`src/rtl/logic_mux2_capture_pkg.sv`:
```
`default_nettype none
// ============================================================================
// Module   : logic_mux2_capture_pkg
// Purpose  : Shared types, constants and helpers for the mux-output capture
//            block (filter FSM states, event record, width saturation).
// Options  : LOGIC_MUX2_CAPTURE_WIDTH_EN adds the held-level width field.
// Revision : 1.0 - initial release
// ============================================================================
package logic_mux2_capture_pkg;

  // Widest transition count an event record can carry.
  localparam int CAP_CNT_W_MAX = 32;

  // Saturation value of the held-level width counter.
  localparam logic [15:0] WIDTH_SAT = 16'hFFFF;

  // Filter FSM states.
  typedef enum logic [0:0] {
    IDLE   = 1'b0,
    SETTLE = 1'b1
  } cap_state_t;

  // One transition event as seen by a monitor; count is sized for the
  // widest build and narrower instances use its low bits.
  typedef struct packed {
    logic                     rise;
    logic [CAP_CNT_W_MAX-1:0] count;
`ifdef LOGIC_MUX2_CAPTURE_WIDTH_EN
    logic [15:0]              width;
`endif
  } cap_evt_t;

  // Saturating increment for the held-level width counter.
  function automatic logic [15:0] sat_inc16(input logic [15:0] v);
    return (v == WIDTH_SAT) ? v : v + 16'd1;
  endfunction

endpackage
`default_nettype wire

```
`src/rtl/logic_mux2_capture_if.sv`:
```
`default_nettype none
// ============================================================================
// Module   : logic_mux2_capture_if
// Purpose  : Valid/ready event bus carrying one transition record from the
//            capture block (master) to a monitor/scoreboard (slave).
// Options  : LOGIC_MUX2_CAPTURE_WIDTH_EN adds evt_width.
// Revision : 1.0 - initial release
// ============================================================================
interface logic_mux2_capture_if #(
  parameter int CNT_W = 8
);
  logic             evt_valid;
  logic             evt_ready;
  logic             evt_rise;
  logic [CNT_W-1:0] evt_count;
`ifdef LOGIC_MUX2_CAPTURE_WIDTH_EN
  logic [15:0]      evt_width;
`endif

  modport master (
    output evt_valid,
    output evt_rise,
    output evt_count,
`ifdef LOGIC_MUX2_CAPTURE_WIDTH_EN
    output evt_width,
`endif
    input  evt_ready
  );

  modport slave (
    input  evt_valid,
    input  evt_rise,
    input  evt_count,
`ifdef LOGIC_MUX2_CAPTURE_WIDTH_EN
    input  evt_width,
`endif
    output evt_ready
  );
endinterface
`default_nettype wire

```
`src/rtl/logic_mux2_capture_sync_filter.sv`:
```
`default_nettype none
// ============================================================================
// Module   : mux2_sync_filter
// Purpose  : Synchronises the raw mux output into clk, then accepts a new
//            level only after it has differed from the filtered level for
//            STABLE_CYCLES consecutive enabled cycles. Emits a one-cycle
//            commit pulse (combinational, aligned with the filt_y update).
// Options  : none
// Revision : 1.0 - initial release
// ============================================================================
module mux2_sync_filter
  import logic_mux2_capture_pkg::*;
#(
  parameter int SYNC_STAGES   = 2,
  parameter int STABLE_CYCLES = 4
) (
  input  wire  clk,
  input  wire  rst_n,
  input  wire  i_y,
  input  wire  i_en,
  output logic o_ys,
  output logic o_filt_y,
  output logic o_busy,
  output logic o_commit
);

  localparam int c_stab_w = (STABLE_CYCLES > 1) ? $clog2(STABLE_CYCLES) : 1;
  localparam logic [c_stab_w-1:0] c_stab_last = c_stab_w'(STABLE_CYCLES - 1);
  localparam bit c_single = (STABLE_CYCLES == 1);

  logic [SYNC_STAGES-1:0] r_sync;
  logic                   w_ys;

  cap_state_t             r_state;
  cap_state_t             w_state_nxt;
  logic [c_stab_w-1:0]    r_stab_cnt;
  logic [c_stab_w-1:0]    w_stab_cnt_nxt;
  logic                   r_filt_y;
  logic                   w_filt_y_nxt;
  logic                   w_commit;

  // Shift the asynchronous input through the synchroniser chain.
  always_ff @(posedge clk) begin
    if (!rst_n) begin
      r_sync <= '0;
    end else begin
      r_sync <= {r_sync[SYNC_STAGES-2:0], i_y};
    end
  end

  assign w_ys = r_sync[SYNC_STAGES-1];

  // Register the filter state, stability count and accepted level.
  always_ff @(posedge clk) begin
    if (!rst_n) begin
      r_state    <= IDLE;
      r_stab_cnt <= '0;
      r_filt_y   <= 1'b0;
    end else begin
      r_state    <= w_state_nxt;
      r_stab_cnt <= w_stab_cnt_nxt;
      r_filt_y   <= w_filt_y_nxt;
    end
  end

  // Decide whether the synchronised level is a glitch or a real transition.
  always_comb begin
    w_state_nxt    = r_state;
    w_stab_cnt_nxt = r_stab_cnt;
    w_filt_y_nxt   = r_filt_y;
    w_commit       = 1'b0;
    case (r_state)
      IDLE: begin
        if (i_en && (w_ys != r_filt_y)) begin
          if (c_single) begin
            // A single stable cycle is enough: accept on the spot.
            w_filt_y_nxt = w_ys;
            w_commit     = 1'b1;
          end else begin
            w_state_nxt    = SETTLE;
            w_stab_cnt_nxt = c_stab_w'(1);
          end
        end
      end
      SETTLE: begin
        if ((w_ys == r_filt_y) || !i_en) begin
          w_state_nxt    = IDLE;
          w_stab_cnt_nxt = '0;
        end else if (r_stab_cnt == c_stab_last) begin
          w_state_nxt    = IDLE;
          w_stab_cnt_nxt = '0;
          w_filt_y_nxt   = w_ys;
          w_commit       = 1'b1;
        end else begin
          w_stab_cnt_nxt = r_stab_cnt + c_stab_w'(1);
        end
      end
      default: begin
        w_state_nxt    = IDLE;
        w_stab_cnt_nxt = '0;
      end
    endcase
  end

  assign o_ys     = w_ys;
  assign o_filt_y = r_filt_y;
  assign o_busy   = (r_state == SETTLE);
  assign o_commit = w_commit;

endmodule
`default_nettype wire

```
`src/rtl/logic_mux2_capture.sv`:
```
`default_nettype none
// ============================================================================
// Module   : logic_mux2_capture
// Purpose  : Deglitched capture of the 2:1 mux output. Counts clean
//            transitions and offers each one as a record on a single-entry
//            valid/ready event register; a sticky flag marks dropped events.
// Options  : LOGIC_MUX2_CAPTURE_WIDTH_EN adds evt_width, the number of cycles
//            the previous level was held (saturating at 16'hFFFF).
// Revision : 1.0 - initial release
// ============================================================================
module logic_mux2_capture
  import logic_mux2_capture_pkg::*;
#(
  parameter int SYNC_STAGES   = 2,
  parameter int STABLE_CYCLES = 4,
  parameter int CNT_W         = 8
) (
  input  wire                          clk,
  input  wire                          rst_n,
  input  wire                          i_y_in,
  input  wire                          i_en,
  output logic                         o_filt_y,
  output logic                         o_overflow,
  output logic                         o_busy,
  logic_mux2_capture_if.master         evt
);

  logic             w_ys;
  logic             w_filt_y;
  logic             w_busy;
  logic             w_commit;
  logic             w_handshake;
  logic             w_load;
  logic [CNT_W-1:0] w_cnt_nxt;

  logic [CNT_W-1:0] r_cnt;
  logic             r_evt_valid;
  logic             r_evt_rise;
  logic [CNT_W-1:0] r_evt_count;
  logic             r_overflow;

  mux2_sync_filter #(
    .SYNC_STAGES   (SYNC_STAGES),
    .STABLE_CYCLES (STABLE_CYCLES)
  ) u_filter (
    .clk      (clk),
    .rst_n    (rst_n),
    .i_y      (i_y_in),
    .i_en     (i_en),
    .o_ys     (w_ys),
    .o_filt_y (w_filt_y),
    .o_busy   (w_busy),
    .o_commit (w_commit)
  );

  // The slot is free when empty or being drained in this same cycle.
  assign w_handshake = r_evt_valid && evt.evt_ready;
  assign w_load      = w_commit && (!r_evt_valid || evt.evt_ready);
  assign w_cnt_nxt   = r_cnt + CNT_W'(1);

  // Count transitions and manage the single-entry event register.
  always_ff @(posedge clk) begin
    if (!rst_n) begin
      r_cnt       <= '0;
      r_evt_valid <= 1'b0;
      r_evt_rise  <= 1'b0;
      r_evt_count <= '0;
      r_overflow  <= 1'b0;
    end else begin
      if (w_commit) begin
        // The count tracks every transition, even those that get dropped.
        r_cnt <= w_cnt_nxt;
      end
      if (w_load) begin
        r_evt_valid <= 1'b1;
        r_evt_rise  <= w_ys;
        r_evt_count <= w_cnt_nxt;
      end else if (w_commit) begin
        // Slot occupied and not draining: keep the held record, flag the loss.
        r_overflow <= 1'b1;
      end else if (w_handshake) begin
        r_evt_valid <= 1'b0;
      end
    end
  end

`ifdef LOGIC_MUX2_CAPTURE_WIDTH_EN
  logic [15:0] r_width_cnt;
  logic [15:0] r_evt_width;

  // Measure how long the filtered level has been held; restart on commit.
  always_ff @(posedge clk) begin
    if (!rst_n) begin
      r_width_cnt <= 16'd1;
      r_evt_width <= 16'd0;
    end else begin
      if (w_commit) begin
        r_width_cnt <= 16'd1;
      end else begin
        r_width_cnt <= sat_inc16(r_width_cnt);
      end
      if (w_load) begin
        r_evt_width <= r_width_cnt;
      end
    end
  end

  assign evt.evt_width = r_evt_width;
`endif

  assign evt.evt_valid = r_evt_valid;
  assign evt.evt_rise  = r_evt_rise;
  assign evt.evt_count = r_evt_count;
  assign o_filt_y      = w_filt_y;
  assign o_overflow    = r_overflow;
  assign o_busy        = w_busy;

`ifndef SYNTHESIS
  // A change of the filtered level always leaves a record or a drop flag.
  a_filt_change_recorded : assert property (@(posedge clk)
    (rst_n && $past(rst_n) && (w_filt_y != $past(w_filt_y)))
      |-> (r_evt_valid || r_overflow));
`endif

endmodule
`default_nettype wire

```
`src/flat_wrapper.sv`:
```
// flat-port wrapper written by rule: the top's interface ports become plain ports
module logic_mux2_capture_flat import logic_mux2_capture_pkg::*;
#(
  parameter int SYNC_STAGES   = 2,
  parameter int STABLE_CYCLES = 4,
  parameter int CNT_W         = 8
)
  (clk, rst_n, i_y_in, i_en, o_filt_y, o_overflow, o_busy, evt_evt_valid, evt_evt_rise, evt_evt_count, evt_evt_ready);
  logic_mux2_capture_if #(.CNT_W(CNT_W)) evt_i ();
  input  wire clk;
  input  wire rst_n;
  input  wire i_y_in;
  input  wire i_en;
  output logic o_filt_y;
  output logic o_overflow;
  output logic o_busy;
  output wire logic [$bits(evt_i.evt_valid)-1:0] evt_evt_valid;
  output wire logic [$bits(evt_i.evt_rise)-1:0] evt_evt_rise;
  output wire logic [$bits(evt_i.evt_count)-1:0] evt_evt_count;
  input wire logic [$bits(evt_i.evt_ready)-1:0] evt_evt_ready;
  assign evt_evt_valid = evt_i.evt_valid;
  assign evt_evt_rise = evt_i.evt_rise;
  assign evt_evt_count = evt_i.evt_count;
  assign evt_i.evt_ready = evt_evt_ready;
  logic_mux2_capture #(.SYNC_STAGES(SYNC_STAGES), .STABLE_CYCLES(STABLE_CYCLES), .CNT_W(CNT_W)) u_core (.clk(clk), .rst_n(rst_n), .i_y_in(i_y_in), .i_en(i_en), .o_filt_y(o_filt_y), .o_overflow(o_overflow), .o_busy(o_busy), .evt(evt_i));
endmodule
```
`config.mk`:
```
export PLATFORM = sky130hd
export DESIGN_NAME = logic_mux2_capture_flat
export DESIGN_NICKNAME = d
export VERILOG_FILES = /design/src/rtl/logic_mux2_capture_pkg.sv /design/src/rtl/logic_mux2_capture_if.sv /design/src/rtl/logic_mux2_capture_sync_filter.sv /design/src/rtl/logic_mux2_capture.sv /design/src/flat_wrapper.sv
export SDC_FILE = /design/constraint.sdc
export NUM_CORES = 1
export LEC_CHECK = 0
export BUFFER_PORTS_ARGS = -buffer_cell sky130_fd_sc_hd__buf_2
export CAP_MARGIN = 20
export CORE_MARGIN = 2
export CORE_UTILIZATION = 57
export CTS_CLUSTER_SIZE = 24
export DETAILED_ROUTE_END_ITERATION = 8
export GPL_ROUTABILITY_DRIVEN = 1
export PLACE_DENSITY = 0.88
export SLEW_MARGIN = 10
export SYNTH_ARGS = -nofsm -noshare
export SYNTH_HDL_FRONTEND = slang
export SYNTH_SLANG_ARGS = --single-unit
```
`constraint.sdc`:
```
create_clock -name clk -period 2.7 [get_ports clk]
set_input_delay 0.135 -clock clk [delete_from_list [all_inputs] [get_ports clk]]
set_output_delay 0.135 -clock clk [all_outputs]
set_load 0.01 [all_outputs]
```
# [Yosys cells after proc, flatten, opt, wreduce, memory -nomap -nowiden]
# Cells that the tools add are included.
[totals] register_bits=25 latch_bits=0 ramBits=0 mem_bits_ro=0 input_bits=5 out_inout_bits=13 elab_cells=44 mem_count=0
[op_classes] n_addsub=2 mul=0 div=0 n_lt_le_gt_ge=0 n_eq_ne=5 shift=0 mux=14 n_bitwise=3 n_reduce_logical=11
[op_table] operator="$mux W1" n=9
[op_table] operator="$add A8 B1 Y8 const B" n=1
[op_table] operator="$mux W2" n=3
[op_table] operator="$ne A2 B2 Y1 const B" n=2
[op_table] operator="$pmux W2 S2" n=1
[op_table] operator="$reduce_and A2 Y1" n=2
[op_table] operator="$logic_and A1 B1 Y1" n=3
[op_table] operator="$not A1 Y1" n=3
[op_table] operator="$reduce_and A3 Y1" n=1
[op_table] operator="$add A2 B1 Y2 const B" n=1
[op_table] operator="$eq A2 B2 Y1 const B" n=1
[op_table] operator="$logic_not A1 Y1" n=2
[op_table] operator="$logic_or A1 B1 Y1" n=2
[op_table] operator="$pmux W1 S2" n=1
[op_table] operator="$reduce_bool A2 Y1" n=1
[op_table] operator="$eq A1 B1 Y1" n=1
[op_table] operator="$ne A1 B1 Y1" n=1

# [Depth between registers and ports, before layout]
[logic_depth] ltp_word=7 depth_mapped=6 mapped_depth_nobuf=5

# [Cells and area by module]
# A second synthesis with hierarchy kept.
[unflattened] cells_unflattened=113 hier_area_um2=1067.3
[by_module_without_submodules] mod="logic_mux2_capture" n_inst=1 cells_each=91 area_each_um2=829.5 seq_area_each_um2=380.4
[by_module_without_submodules] mod="mux2_sync_filter" n_inst=1 cells_each=22 area_each_um2=237.7 seq_area_each_um2=120.1

# [Worst setup path before layout]
# OpenSTA, ideal clock, no wires.
[synth_path] kind="register -> register" startpoint="reg u_core.u_filter.r_stab_cnt[0]" endpoint="reg u_core.r_evt_count[2], in the netlist u_core.evt.evt_count[2]" setup_ns=0.116 t_arrival_ns=1.269 t_required_ns=2.584 setup_slack_ns=1.314 path_stages_with_launch=7 n_path_buf=1 period_less_slack_ns=1.386 cell_sequence="dfxtp_1 -> ha_1 -> nand3_2 -> nor3_4 -> buf_6 -> nand2_1 -> o211a_1"
[synth_between] elab_chain_cells=5
[synth_rtl] element="start: declaration" line="logic_mux2_capture_sync_filter.sv:36" rtl="logic [c_stab_w-1:0] r_stab_cnt;"
[synth_rtl] element="start signal: assignment" line="logic_mux2_capture_sync_filter.sv:61" rtl="r_stab_cnt <= w_stab_cnt_nxt;"
[synth_rtl] element="$eq A2 B2 Y1" line="logic_mux2_capture_sync_filter.sv:89" rtl="end else if (r_stab_cnt == c_stab_last) begin"
[synth_rtl] element="$mux W1" line="logic_mux2_capture_sync_filter.sv:89"
[synth_rtl] element="$mux W1" line="logic_mux2_capture_sync_filter.sv:86" rtl="if ((w_ys == r_filt_y) || !i_en) begin"
[synth_rtl] element="$mux W1" line="logic_mux2_capture_sync_filter.sv:72" rtl="case (r_state)"
[synth_rtl] element="$logic_and A1 B1 Y1" line="logic_mux2_capture.sv:58" rtl="assign w_load = w_commit && (!r_evt_valid || evt.evt_ready);"
[synth_rtl] element="end signal: assignment" line="logic_mux2_capture.sv:77" rtl="r_evt_count <= w_cnt_nxt;"
[synth_rtl] element="end: declaration" line="logic_mux2_capture.sv:39" rtl="logic [CNT_W-1:0] r_evt_count;"
# Every way passes these cells.
# A chain may end at the register's enable or synchronous reset.

# [Worst setup path after layout]
[layout_path] startpoint="reg u_core.u_filter.r_stab_cnt[0]" endpoint="reg u_core.r_evt_count[0], in the netlist u_core.evt.evt_count[0]"
# Same word-level chain as after synthesis.

==> flow_summary.json <==
{
  "drt_iter0_drc": 6,
  "core_sq_um": 1745,
  "vias": 804,
  "cts_num_sinks": 25,
  "io-pin-count": 18,
  "start_kind": "flip-flop",
  "hp-class": "input port to flip-flop",
  "ctsResizeCount": 0,
  "die_w_um": 47.30,
  "regArea_sq_um": 500.5,
  "mostFrequentLayoutCell": "dfxtp_1",
  "total_power_w": 0.0005525,
  "place_area_sq_um": 1166,
  "synthAdderAreaFrac_pct": 2.342,
  "yosys.area_share.simple_pct": 22.48,
  "netlist_instances": 107,
  "gr-total-overflow": 0,
  "antenna_found_initial": 0,
  "hpwl_um": 1394,
  "pre_cts_ws_ns": 0.9725,
  "worst-path-stages": 5,
  "grt_pass1_vias": 747,
  "synth.area.mux_share_pct": 2.810,
  "final_cell_mix": "dfxtp_1, buf_2, and2_1",
  "drive_above_1_share_pct": 19.20,
  "die_h_um": 47.30,
  "slowest_delay_ns": 0.53,
  "clockBufferDepth": 2,
  "cp_top_family": "simple AND/OR/NAND/NOR gates",
  "synth_seq_cells": 25,
  "ys_types": 28,
  "multi_input_area_sq_um": 545.5,
  "area_delta_synth_final_pct": 11.59,
  "fillerInstances": 148,
  "initial_utilization_pct": 61.22,
  "grt.total_usage_pct": 19.23,
  "path_max_fanout": 15,
  "required_ns": 2.97,
  "power_density_nw_per_um2": 463.4,
  "grt_pass1_wl_um": 3056,
  "root_buffer": "clkbuf_4",
  "grt_max_degree": 26,
  "dieArea_sq_um": 2237,
  "avgRoutedWirePerCell_um": 12.67,
  "path_buf_inv": 0,
  "synth_area_sq_um": 1069,
  "layout_setup_ws_ns": 0.9315,
  "drt-vias-per-instance": 5.360,
  "nets": 133,
  "syn_nets": 114,
  "cts.reportedPaths.clkPinSlew_ns": 0.14,
  "ant_nets": 0,
  "synth_compound_area_share_pct": 11.24,
  "num_rows": 15,
  "setup_viol_count_final": 0,
  "crit_path_top_delay_cell": "nor3_4",
  "r2r_cells": 5,
  "diodes": 0,
  "cts_tree": "done",
  "finalSetupTns_ns": 0,
  "cap_violations": 0,
  "timing_worst_setup_path_type": "flip-flop to flip-flop",
  "ys_seq_area_share_pct": 46.84,
  "ys.warnings.count": 0,
  "rsz0062_at_grt": "false",
  "synth_xor_area_share_pct": 12.18,
  "post-route-period-util_pct": 65.50,
  "min_period_ns": 1.769,
  "htreeDepth": 1,
  "ir_drop_mv": 0.3429,
  "end_kind": "flip-flop",
  "drc": 0,
  "hold_viol_final": 0,
  "path_cells": "ha_1, nand3_2, nor3_4, mux2i_1, and2_1",
  "insertion_delay_ns": 0.31,
  "tightest_slew_ns": 0.5947,
  "leakage_nw": 0.5425,
  "slew_headroom_pct": 60.22,
  "final_area_sq_um": 1192,
  "slew_violations": 0,
  "hold-worst-slack_ns": 0.02847,
  "hold_depth": 2,
  "outcome": "completed",
  "drt_first_pass_iters": 4,
  "synth_top_family_by_area": "simple AND/OR/NAND/NOR gates",
  "routabilityCongestion": 0.7999,
  "crit_arrival_ns": 2.04,
  "maxClockFrequency_mhz": 565.4,
  "numPortBuffers": 17,
  "cts_hold_buffers": 0,
  "skew_ns": 0.01062,
  "wl_um": 1900,
  "syn_area_per_cell_sq_um": 9.986,
  "postCtsSetupBuffers": 0,
  "cts-buffers-inserted": 3
}
## cell type report
type	count	share of cell area [%]
Clock buffer	4	2.204
Inverter	1	0.3148
Multi-Input combinational cell	78	45.75
Sequential cell	25	41.97
Tap cell	25	2.623
Timing Repair Buffer	17	7.135
## cell usage after synthesis
cell | n | share of area (%)
xnor2_1 | 4 | 3.3
nand4_1 | 1 | 0.59
inv_1 | 1 | 0.35
a21boi_0 | 3 | 2.1
nand3_1 | 3 | 1.4
ha_1 | 2 | 2.3
nor3_4 | 1 | 1.5
nor3b_1 | 1 | 0.70
nor3_1 | 2 | 0.94
clkbuf_1 | 2 | 0.70
o211a_1 | 4 | 3.7
o21a_1 | 1 | 0.70
nor2_1 | 4 | 1.4
or3b_1 | 1 | 0.82
nor4_1 | 3 | 1.8
xor2_1 | 9 | 7.4
nor2b_1 | 4 | 2.3
buf_6 | 1 | 1.1
dfxtp_1 | 25 | 47
xnor2_2 | 1 | 1.5
nand3_2 | 1 | 0.94
mux2i_1 | 3 | 2.8
a21oi_1 | 4 | 1.9
and3_1 | 1 | 0.59
o21ai_0 | 6 | 2.8
nor2b_2 | 1 | 0.82
nand2_1 | 8 | 2.8
and2_1 | 10 | 5.9
## cells by family (layout without fill, tap and decap cells)
group / Yosys count / after routing
xor gates and xnor gates: 14 / 14
buffers and inverters: 4 / 22
DFF: 25 / 25
AOI/OAI and AO/OA: 18 / 18
and+or+nand+nor: 41 / 41
adders and majority gates: 2 / 2
muxes: 3 / 3
## worst reg2reg max path, stage by stage, from the launching register on
cell and delay, ns:
dfxtp_1 0.39, ha_1 0.22, nand3_2 0.21, nor3_4 0.53, mux2i_1 0.25, and2_1 0.13
## power by group
part	total [W]	internal, W	switching [W]	leakage (nW)
combinational	0.0000141	0.00000607	0.00000806	0.326
sequential	0.000373	0.000371	0.00000179	0.202
clock	0.000166	0.0000576	0.000108	0.0150
total	0.000553	0.000435	0.000118	0.543
## per-stage QoR
stage	util, %	cells
2_1_floorplan	-	107
3_3_place_gp	66.81	146
3_5_place_dp	66.81	146
4_1_cts	68.32	150
5_1_grt	68.32	150
6_report	68.32	150
## registers in the layout, summed over array words and instances (netlist names)
register	cells
u_core.o_overflow	1
u_core.u_filter.r_stab_cnt	2
u_core.u_filter.o_filt_y	1
u_core.u_filter.r_sync	2
u_core.evt.evt_valid	1
u_core.u_filter.o_busy	1
u_core.evt.evt_count	8
u_core.r_cnt	8
u_core.evt.evt_rise	1
## per-layer routing
metal	routed length [um]	GRT usage, %	up-vias	part of all wire [%]
met5	0	0	-	0
met4	23	10.00	0	1.2
met3	52	2.308	4	2.7
met2	972	32.97	14	51
met1	853	23.35	380	45
li1	-	-	406	-
## worst paths after layout
check	endpoint	start	slack [ns]
min reg2reg	u_core.u_filter.r_sync[1]	u_core.u_filter.r_sync[0]	0.45
max	u_core.evt.evt_count[0]	u_core.u_filter.r_stab_cnt[0]	0.93
max reg2reg	u_core.evt.evt_count[0]	u_core.u_filter.r_stab_cnt[0]	0.93
min	u_core.u_filter.r_sync[0]	i_y_in	0.03
Note: power is estimated with default switching activity, not from simulation.
